===== config.mk =====
export PLATFORM = sky130hd
export DESIGN_NAME = text_render_flat
export DESIGN_NICKNAME = d
export VERILOG_FILES = /design/src/rtl/video_pkg.sv /design/src/rtl/text_render_pkg.sv /design/src/rtl/text_render_if.sv /design/src/rtl/cga_palette.sv /design/src/rtl/text_render.sv /design/src/flat_wrapper.sv
export SDC_FILE = /design/constraint.sdc
export NUM_CORES = 1
export LEC_CHECK = 0
export CORE_MARGIN = 2
export CORE_UTILIZATION = 35
export DETAILED_ROUTE_END_ITERATION = 10
export PLACE_DENSITY = 0.73
export SLEW_MARGIN = 30
export SYNTH_ARGS = -nofsm -noshare
export SYNTH_HDL_FRONTEND = slang
export SYNTH_HIERARCHICAL = 1
export SYNTH_SLANG_ARGS = --single-unit

===== constraint.sdc =====
create_clock -name clock -period 2.5 [get_ports clock]
set_clock_uncertainty 0.2 [all_clocks]
set_input_delay 0.5 -clock clock [delete_from_list [all_inputs] [get_ports clock]]
set_output_delay 0.5 -clock clock [all_outputs]
set_load 0.005 [all_outputs]

===== src/rtl/video_pkg.sv =====
// video_pkg: constants and the CGA colour table shared by all video modes.
//   H_VISIBLE / V_VISIBLE : visible area of the 640x480 raster
//   GLYPH_W / GLYPH_H     : character cell size in pixels
//   cga_rgb(index)        : 4-bit CGA colour index to 12-bit {r,g,b}
package video_pkg;

    localparam int H_VISIBLE = 640;
    localparam int V_VISIBLE = 480;
    localparam int GLYPH_W   = 8;
    localparam int GLYPH_H   = 16;

    // Standard 16-colour CGA palette, 4 bits per channel, packed {r,g,b}.
    // Entry 6 is the "brown" special case rather than dark yellow.
    function automatic logic [11:0] cga_rgb(input logic [3:0] index);
        logic [11:0] rgb;
        case (index)
            4'd0:    rgb = 12'h000;
            4'd1:    rgb = 12'h00A;
            4'd2:    rgb = 12'h0A0;
            4'd3:    rgb = 12'h0AA;
            4'd4:    rgb = 12'hA00;
            4'd5:    rgb = 12'hA0A;
            4'd6:    rgb = 12'hA50;
            4'd7:    rgb = 12'hAAA;
            4'd8:    rgb = 12'h555;
            4'd9:    rgb = 12'h55F;
            4'd10:   rgb = 12'h5F5;
            4'd11:   rgb = 12'h5FF;
            4'd12:   rgb = 12'hF55;
            4'd13:   rgb = 12'hF5F;
            4'd14:   rgb = 12'hFF5;
            default: rgb = 12'hFFF;
        endcase
        return rgb;
    endfunction

endpackage


===== src/rtl/text_render_pkg.sv =====
// text_render_pkg: pipeline stage record types for the text-mode renderer.
//   stage1_t : state carried alongside the text RAM read
//   stage2_t : state carried alongside the font ROM read
//   stage3_t : resolved colour index waiting for the palette
package text_render_pkg;

    import video_pkg::*;

    localparam int PX_W   = $clog2(GLYPH_W);
    localparam int LINE_W = $clog2(GLYPH_H);

    // The cursor is an underline covering the bottom two glyph lines.
    localparam logic [LINE_W-1:0] CURSOR_FIRST_LINE = LINE_W'(GLYPH_H - 2);

    typedef struct packed {
        logic [PX_W-1:0]   px;
        logic [LINE_W-1:0] line;
        logic              de;
        logic              hs;
        logic              vs;
        logic              cur;
    } stage1_t;

    typedef struct packed {
        logic [7:0]      attr;
        logic [PX_W-1:0] px;
        logic            de;
        logic            hs;
        logic            vs;
        logic            cur;
    } stage2_t;

    typedef struct packed {
        logic [3:0] index;
        logic       de;
        logic       hs;
        logic       vs;
    } stage3_t;

    // Idle values: display disabled and syncs at their inactive (high) level,
    // so a reset never produces a spurious sync pulse downstream.
    localparam stage1_t STAGE1_IDLE = '{px: '0, line: '0, de: 1'b0, hs: 1'b1, vs: 1'b1, cur: 1'b0};
    localparam stage2_t STAGE2_IDLE = '{attr: '0, px: '0, de: 1'b0, hs: 1'b1, vs: 1'b1, cur: 1'b0};
    localparam stage3_t STAGE3_IDLE = '{index: '0, de: 1'b0, hs: 1'b1, vs: 1'b1};

endpackage


===== src/rtl/text_render_if.sv =====
// text_render_if: the renderer's two memory read ports.
//   char_addr / char_data : text RAM, data {attr, char} one cycle after address
//   font_addr / font_data : font ROM, glyph row one cycle after address
//   master : renderer side (drives addresses)
//   slave  : memory side (returns data)
interface text_render_if;

    logic [11:0] char_addr;
    logic [15:0] char_data;
    logic [11:0] font_addr;
    logic [7:0]  font_data;

    modport master (
        output char_addr,
        output font_addr,
        input  char_data,
        input  font_data
    );

    modport slave (
        input  char_addr,
        input  font_addr,
        output char_data,
        output font_data
    );

endinterface


===== src/rtl/cga_palette.sv =====
// cga_palette: combinational CGA colour lookup.
//   index   in  4  colour index
//   r, g, b out 4  channel intensities
module cga_palette
    import video_pkg::*;
(
    input  logic [3:0] index,
    output logic [3:0] r,
    output logic [3:0] g,
    output logic [3:0] b
);

    logic [11:0] rgb;

    assign rgb       = cga_rgb(index);
    assign {r, g, b} = rgb;

endmodule


===== src/rtl/text_render.sv =====
// text_render: 80x30 text-mode pixel generator for 640x480@60 on the pixel clock.
//   clock, reset       : pixel clock, synchronous active-high reset
//   x, y, de           : raster position and display enable from the timing counter
//   hs_in, vs_in       : active-low syncs from the timing counter
//   cursor_en/x/y      : hardware underline cursor position
//   mem                : text RAM and font ROM read ports
//   r, g, b, hs, vs    : colour and syncs, 3 clocks behind the inputs
module text_render
    import video_pkg::*;
    import text_render_pkg::*;
#(
    parameter int COLS      = 80,
    parameter int ROWS      = 30,
    parameter int BLINK_BIT = 4
) (
    input  logic                 clock,
    input  logic                 reset,
    input  logic [9:0]           x,
    input  logic [9:0]           y,
    input  logic                 de,
    input  logic                 hs_in,
    input  logic                 vs_in,
    input  logic                 cursor_en,
    input  logic [6:0]           cursor_x,
    input  logic [4:0]           cursor_y,
    text_render_if.master        mem,
    output logic [3:0]           r,
    output logic [3:0]           g,
    output logic [3:0]           b,
    output logic                 hs,
    output logic                 vs
);

    localparam int COL_W = $clog2(COLS);
    localparam int ROW_W = $clog2(ROWS);

    logic [COL_W-1:0] col;
    logic [ROW_W-1:0] row;
    logic [11:0]      text_addr;
    logic             cursor_hit;
    logic             unused_y;

    stage1_t s1;
    stage2_t s2;
    stage3_t s3;

    logic [5:0] frame_cnt;
    logic       vs_prev;
    logic       blink;
    logic       pix_raw;
    logic       pix;
    logic [3:0] index;
    logic [3:0] pal_r;
    logic [3:0] pal_g;
    logic [3:0] pal_b;

    // Lines 512..524 alias onto rows 0..0x0C; they are always blanked by de.
    assign col       = x[PX_W +: COL_W];
    assign row       = y[LINE_W +: ROW_W];
    assign unused_y  = y[9];
    assign text_addr = 12'(int'(row) * COLS + int'(col));

    assign cursor_hit = cursor_en && (col == cursor_x) && (row == cursor_y)
                        && (y[LINE_W-1:0] >= CURSOR_FIRST_LINE);

    // Stage 0: issue the text RAM read straight from the raster position
    // (blanking included) and carry the per-pixel context alongside it.
    always_ff @(posedge clock) begin
        if (reset) begin
            mem.char_addr <= '0;
            s1            <= STAGE1_IDLE;
        end else begin
            mem.char_addr <= text_addr;
            s1            <= '{px: x[PX_W-1:0], line: y[LINE_W-1:0], de: de,
                               hs: hs_in, vs: vs_in, cur: cursor_hit};
        end
    end

    // Stage 1: the character code selects the glyph, the line picks its row.
    always_ff @(posedge clock) begin
        if (reset) begin
            mem.font_addr <= '0;
            s2            <= STAGE2_IDLE;
        end else begin
            mem.font_addr <= {mem.char_data[7:0], s1.line};
            s2            <= '{attr: mem.char_data[15:8], px: s1.px, de: s1.de,
                               hs: s1.hs, vs: s1.vs, cur: s1.cur};
        end
    end

    // Frame counter advances on each falling edge of vs_in; one of its bits is
    // the shared blink phase for blinking text and the cursor.
    always_ff @(posedge clock) begin
        if (reset) begin
            frame_cnt <= '0;
            vs_prev   <= 1'b0;
        end else begin
            vs_prev <= vs_in;
            if (vs_prev && !vs_in) begin
                frame_cnt <= frame_cnt + 6'd1;
            end
        end
    end

    assign blink   = frame_cnt[BLINK_BIT];
    assign pix_raw = mem.font_data[PX_W'(GLYPH_W - 1) - s2.px];

    // Stage 2 colour choice: blinking text vanishes in the off phase, the
    // cursor lights its cell in the on phase, then fg/bg is picked from attr.
    always_comb begin
        pix = pix_raw;
        if (s2.attr[7] && !blink) begin
            pix = 1'b0;
        end
        if (s2.cur && blink) begin
            pix = 1'b1;
        end
        index = pix ? s2.attr[3:0] : {1'b0, s2.attr[6:4]};
    end

    always_ff @(posedge clock) begin
        if (reset) begin
            s3 <= STAGE3_IDLE;
        end else begin
            s3 <= '{index: index, de: s2.de, hs: s2.hs, vs: s2.vs};
        end
    end

    cga_palette u_palette (
        .index (s3.index),
        .r     (pal_r),
        .g     (pal_g),
        .b     (pal_b)
    );

    // Stage 3: registered outputs; blanking forces black.
    always_ff @(posedge clock) begin
        if (reset) begin
            r  <= '0;
            g  <= '0;
            b  <= '0;
            hs <= 1'b1;
            vs <= 1'b1;
        end else begin
            r  <= s3.de ? pal_r : 4'h0;
            g  <= s3.de ? pal_g : 4'h0;
            b  <= s3.de ? pal_b : 4'h0;
            hs <= s3.hs;
            vs <= s3.vs;
        end
    end

endmodule


===== src/flat_wrapper.sv =====
// flat-port wrapper written by rule: the top's interface ports become plain ports
module text_render_flat import video_pkg::*; import text_render_pkg::*;
#(
    parameter int COLS      = 80,
    parameter int ROWS      = 30,
    parameter int BLINK_BIT = 4
)
  (clock, reset, x, y, de, hs_in, vs_in, cursor_en, cursor_x, cursor_y, r, g, b, hs, vs, mem_char_addr, mem_font_addr, mem_char_data, mem_font_data);
  text_render_if mem_i ();
  input  logic clock;
  input  logic reset;
  input  logic [9:0] x;
  input  logic [9:0] y;
  input  logic de;
  input  logic hs_in;
  input  logic vs_in;
  input  logic cursor_en;
  input  logic [6:0] cursor_x;
  input  logic [4:0] cursor_y;
  output logic [3:0] r;
  output logic [3:0] g;
  output logic [3:0] b;
  output logic hs;
  output logic vs;
  output wire logic [$bits(mem_i.char_addr)-1:0] mem_char_addr;
  output wire logic [$bits(mem_i.font_addr)-1:0] mem_font_addr;
  input wire logic [$bits(mem_i.char_data)-1:0] mem_char_data;
  input wire logic [$bits(mem_i.font_data)-1:0] mem_font_data;
  assign mem_char_addr = mem_i.char_addr;
  assign mem_font_addr = mem_i.font_addr;
  assign mem_i.char_data = mem_char_data;
  assign mem_i.font_data = mem_font_data;
  text_render #(.COLS(COLS), .ROWS(ROWS), .BLINK_BIT(BLINK_BIT)) u_core (.clock(clock), .reset(reset), .x(x), .y(y), .de(de), .hs_in(hs_in), .vs_in(vs_in), .cursor_en(cursor_en), .cursor_x(cursor_x), .cursor_y(cursor_y), .mem(mem_i), .r(r), .g(g), .b(b), .hs(hs), .vs(vs));
endmodule

==> flow_metrics.env, run 1 <==
export IMPL_synth_area_mux_share_pct=2.97
export IMPL_synth_seq_cells=77
export IMPL_p_sw_mw=0.573
export IMPL_drive_gt1_share_pct=14.0
export IMPL_power_mw=2.52
export IMPL_synth_simple_area_share_pct=19.8
export IMPL_min_period_ns=2.46
export IMPL_viasPerCell=4.29
export IMPL_cp_max_fo=4
export IMPL_io_pins=100
export IMPL_antenna_found_initial=0
export IMPL_p_comb_share_pct=15.4
export IMPL_fin_nets=440
export IMPL_root_buffer="clkbuf_8"
export IMPL_synth_fp_nets=332
export IMPL_p_leak_nw=1.68
export IMPL_fmax_ghz=0.406
export IMPL_cp_arrival_ns=2.49
export IMPL_power_share_switching_pct=22.7
export IMPL_area_growth_pct=47.6
export IMPL_hold_viol=0
export IMPL_worst_path_buf_inv=1
export IMPL_slew_headroom_pct=67.2
export IMPL_synth_xor_area_share_pct=6.51
export IMPL_clk_pin_slew_ns=0.07
export IMPL_vias=2028
export IMPL_avgSynthCellArea_sq_um=11.0
export IMPL_clk_latency_ns=0.34
export IMPL_setup_violations_final=0
export IMPL_cp_required_ns=2.53
export IMPL_drt_initial_drc_count=9
export IMPL_ctsLongestPathBuffers=2
export IMPL_finalCritPeriodShare_pct=98.5
export IMPL_dp_slack_ns=-0.378
export IMPL_status="complete, no violations"
export IMPL_hold_class="flop to flop"
export IMPL_tightest_slew_ns=0.492
export IMPL_cts_sinks=77
export IMPL_io_buffers=98
export IMPL_firstDrtPassIters=4
export IMPL_synth_seq_area_share_pct=54.6
export IMPL_cts_tree="built"
export IMPL_synth_compound_area_share_pct=5.67
export IMPL_cpMostUsedCell="ha_1"
export IMPL_final_area_sq_mm=0.00417
export IMPL_grt_pass1_wl_um=8760
export IMPL_path_cells="clkdlybuf4s50_1, ha_1, ha_1, fa_2, xor2_2, and4_1, mux2_2"
export IMPL_grt_overflow=0
export IMPL_numCtsBuffers=9
export IMPL_drc=0
export IMPL_synth_top_family_by_area="simple AND/OR/NAND/NOR gates"
export IMPL_critPathKind="primary input to flop"
export IMPL_grt_pass1_vias=2030
export IMPL_die_area_sq_mm=0.00881
export IMPL_report_final_slew_viol_count=0
export IMPL_max_cap_violations=0
export IMPL_routed_wl_um=5310
export IMPL_routabilityCongestion=0.734
export IMPL_core_sq_mm=0.00777
export IMPL_post_route_util_pct=53.7
export IMPL_wl_per_cell_um=11.2
export IMPL_start_kind="primary input"
export IMPL_critPathCaptureType="flop"
export IMPL_slowest_stage="clkdlybuf4s50_1"
export IMPL_hpwl_um=4100
export IMPL_htreeDepth=3
export IMPL_clkPwrFrac_pct=33.0
export IMPL_chipWidth_um=93.8
export IMPL_placed_cell_area_sq_mm=0.00395
export IMPL_r2r_setup_slack_ns=0.60
export IMPL_n_antenna_cell=0
export IMPL_p_seq_share_pct=51.6
export IMPL_yosysWarningCount=6
export IMPL_tns_ns=0
export IMPL_grt_setup_unrepaired="no"
export IMPL_powerDensity_mw_per_mm2=605
export IMPL_start_util_pct=36.4
export IMPL_ctsHoldBuffers=0
export IMPL_intPower_mw=1.95
export IMPL_ys_types=32
export IMPL_synth_cells=258
export IMPL_synth_area_sq_mm=0.00283
export IMPL_num_rows=32
export IMPL_grt_max_degree=30
export IMPL_fin_ws_ns=0.0384
export IMPL_synthAdderAreaFrac_pct=5.85
export IMPL_critPathMaxStageDelay_ns=0.43
export IMPL_cp_top_family="adder cells"
export IMPL_vdd_drop_max_mv=0.321
export IMPL_ant_nets=0
export IMPL_die_h_um=93.8
export IMPL_grt_usage_pct=13.0
## layout make-up
cell class	instances	area (sq um)
Fill cell	701	3600
Clock inverter	3	20.0
Sequential cell	77	1540
Inverter	4	15.0
Clock buffer	13	159
Multi-Input combinational cell	157	1190
Tap cell	102	128
Timing Repair Buffer	117	1120
## registers in the layout, summed over array words and instances, names as in the netlist
| register | cells |
|---|---|
| u_core/vs_prev | 1 |
| u_core/r | 4 |
| u_core/s1 | 11 |
| u_core/s2 | 15 |
| u_core/s3 | 7 |
| u_core/mem.font_addr | 12 |
| u_core/b | 4 |
| u_core/vs | 1 |
| u_core/mem.char_addr | 12 |
| u_core/frame_cnt | 5 |
| u_core/g | 4 |
| u_core/hs | 1 |
## per-stage QoR
step / hold WS (ns) / instances
after floorplan: 0.189 / 258
after global placement: 0.192 / 456
after detailed placement: 0.196 / 456
after CTS: 0.216 / 472
after global routing: 0.224 / 473
final: 0.209 / 473
## power by group through the flow
stage,Clock [mW],Combinational [mW],Sequential (mW)
floorplan,0,0.163,1.33
global placement,0,0.373,1.33
detailed placement,0,0.380,1.33
CTS,0.871,0.389,1.30
global route,0.926,0.429,1.31
finish,0.834,0.388,1.30
## metal layers
metal / track usage (%) / wire [um] / share of wire [%] / vias to the layer above
li1: - / - / - / 1053
met1: 12.8 / 2170 / 41 / 905
met2: 23.9 / 2760 / 52 / 64
met3: 4.25 / 302 / 5.7 / 6
met4: 6.88 / 75 / 1.4 / 0
met5: 0 / 0 / 0 / -
## worst paths after layout
check	from	end	cells past startpoint
hold reg to reg	u_core/s2[2]$_SDFF_PP1_	u_core/s3[1]$_SDFF_PP1_	1
setup / recovery	y[5]	u_core/mem.char_addr[10]$_SDFF_PP0_	7
hold / removal	u_core/s2[2]$_SDFF_PP1_	u_core/s3[1]$_SDFF_PP1_	1
setup reg to reg	u_core/s2[5]$_SDFF_PP0_	u_core/s3[5]$_SDFF_PP0_	4
## worst register-to-register path, delay by kind of cell, from the launching register on
family           cells  cell delay [ns]
flip-flops           1             0.44
AND/OR/NAND/NOR      1             0.21
multiplexers         2             0.69
AO/OA/AOI/OAI        1             0.26
## cells in the final DEF, fill, tap and decap left out, types with 2 or more instances in the layout
cell / synthesis / final
a211o_1: 3 / 3
a21o_1: 3 / 3
a21oi_1: 4 / 3
a22o_1: 3 / 3
a31o_2: 2 / 2
a31oi_1: 2 / 2
and2_1: 12 / 12
and3_1: 3 / 3
buf_4: 11 / 19
clkbuf_1: 8 / 2
clkbuf_8: 0 / 11
clkdlybuf4s50_1: 0 / 96
clkinvlp_4: 0 / 2
dfxtp_1: 77 / 77
ha_1: 10 / 9
inv_1: 4 / 4
mux2i_1: 5 / 5
nand2_1: 5 / 5
nand4_1: 7 / 7
nor2_1: 13 / 13
nor2b_1: 45 / 45
or2_2: 8 / 8
xnor2_1: 16 / 16
xor2_1: 5 / 3
xor2_2: 0 / 2
## cells by family after synthesis
family | after synthesis
simple gates | 96
flops | 77
buf+inv | 24
compound gates | 21
xor+xnor | 21
fa+ha+maj | 12
mux | 7
## synthesized netlist by cell type
library cell / n / area share (%)
nand2_1: 5 / 0.66
nor2_1: 13 / 1.7
xnor2_1: 16 / 5.0
buf_4: 11 / 2.9
clkbuf_1: 8 / 1.1
buf_1: 1 / 0.13
a21oi_1: 4 / 0.71
a211o_1: 3 / 0.93
ha_1: 10 / 4.4
a22o_1: 3 / 0.93
fa_1: 2 / 1.4
a31o_2: 2 / 0.62
and2_1: 12 / 2.7
nor2b_1: 45 / 10
and3_2: 1 / 0.27
mux2i_1: 5 / 1.8
inv_1: 4 / 0.53
or2_2: 8 / 1.8
nor4_1: 1 / 0.22
and3_1: 3 / 0.66
mux2_2: 1 / 0.40
o32ai_1: 1 / 0.31
mux4_2: 1 / 0.80
and4_1: 1 / 0.31
o211a_1: 1 / 0.35
a21o_1: 3 / 0.80
nand4_1: 7 / 1.5
xor2_1: 5 / 1.5
a31oi_1: 2 / 0.44
o31a_1: 1 / 0.31
a21boi_0: 1 / 0.27
dfxtp_1: 77 / 55
## what timing repair did
item | CTS | global route
endpoints found under the setup margin | 1 | 1
buffers inserted | 0 | 1
pin swaps | 1 | 1
cloned | 0 | 0
resized for setup | 3 | 3
hold endpoints to repair | 0 | 0
No activity file was read; power rests on OpenSTA's default activity.
==> run 2, diff against run 1 <==
Settings changed: TNS_END_PERCENT set to 10.
==> results of run 2 <==
No change in the layout: final DEF, timing and power equal those of run 1.
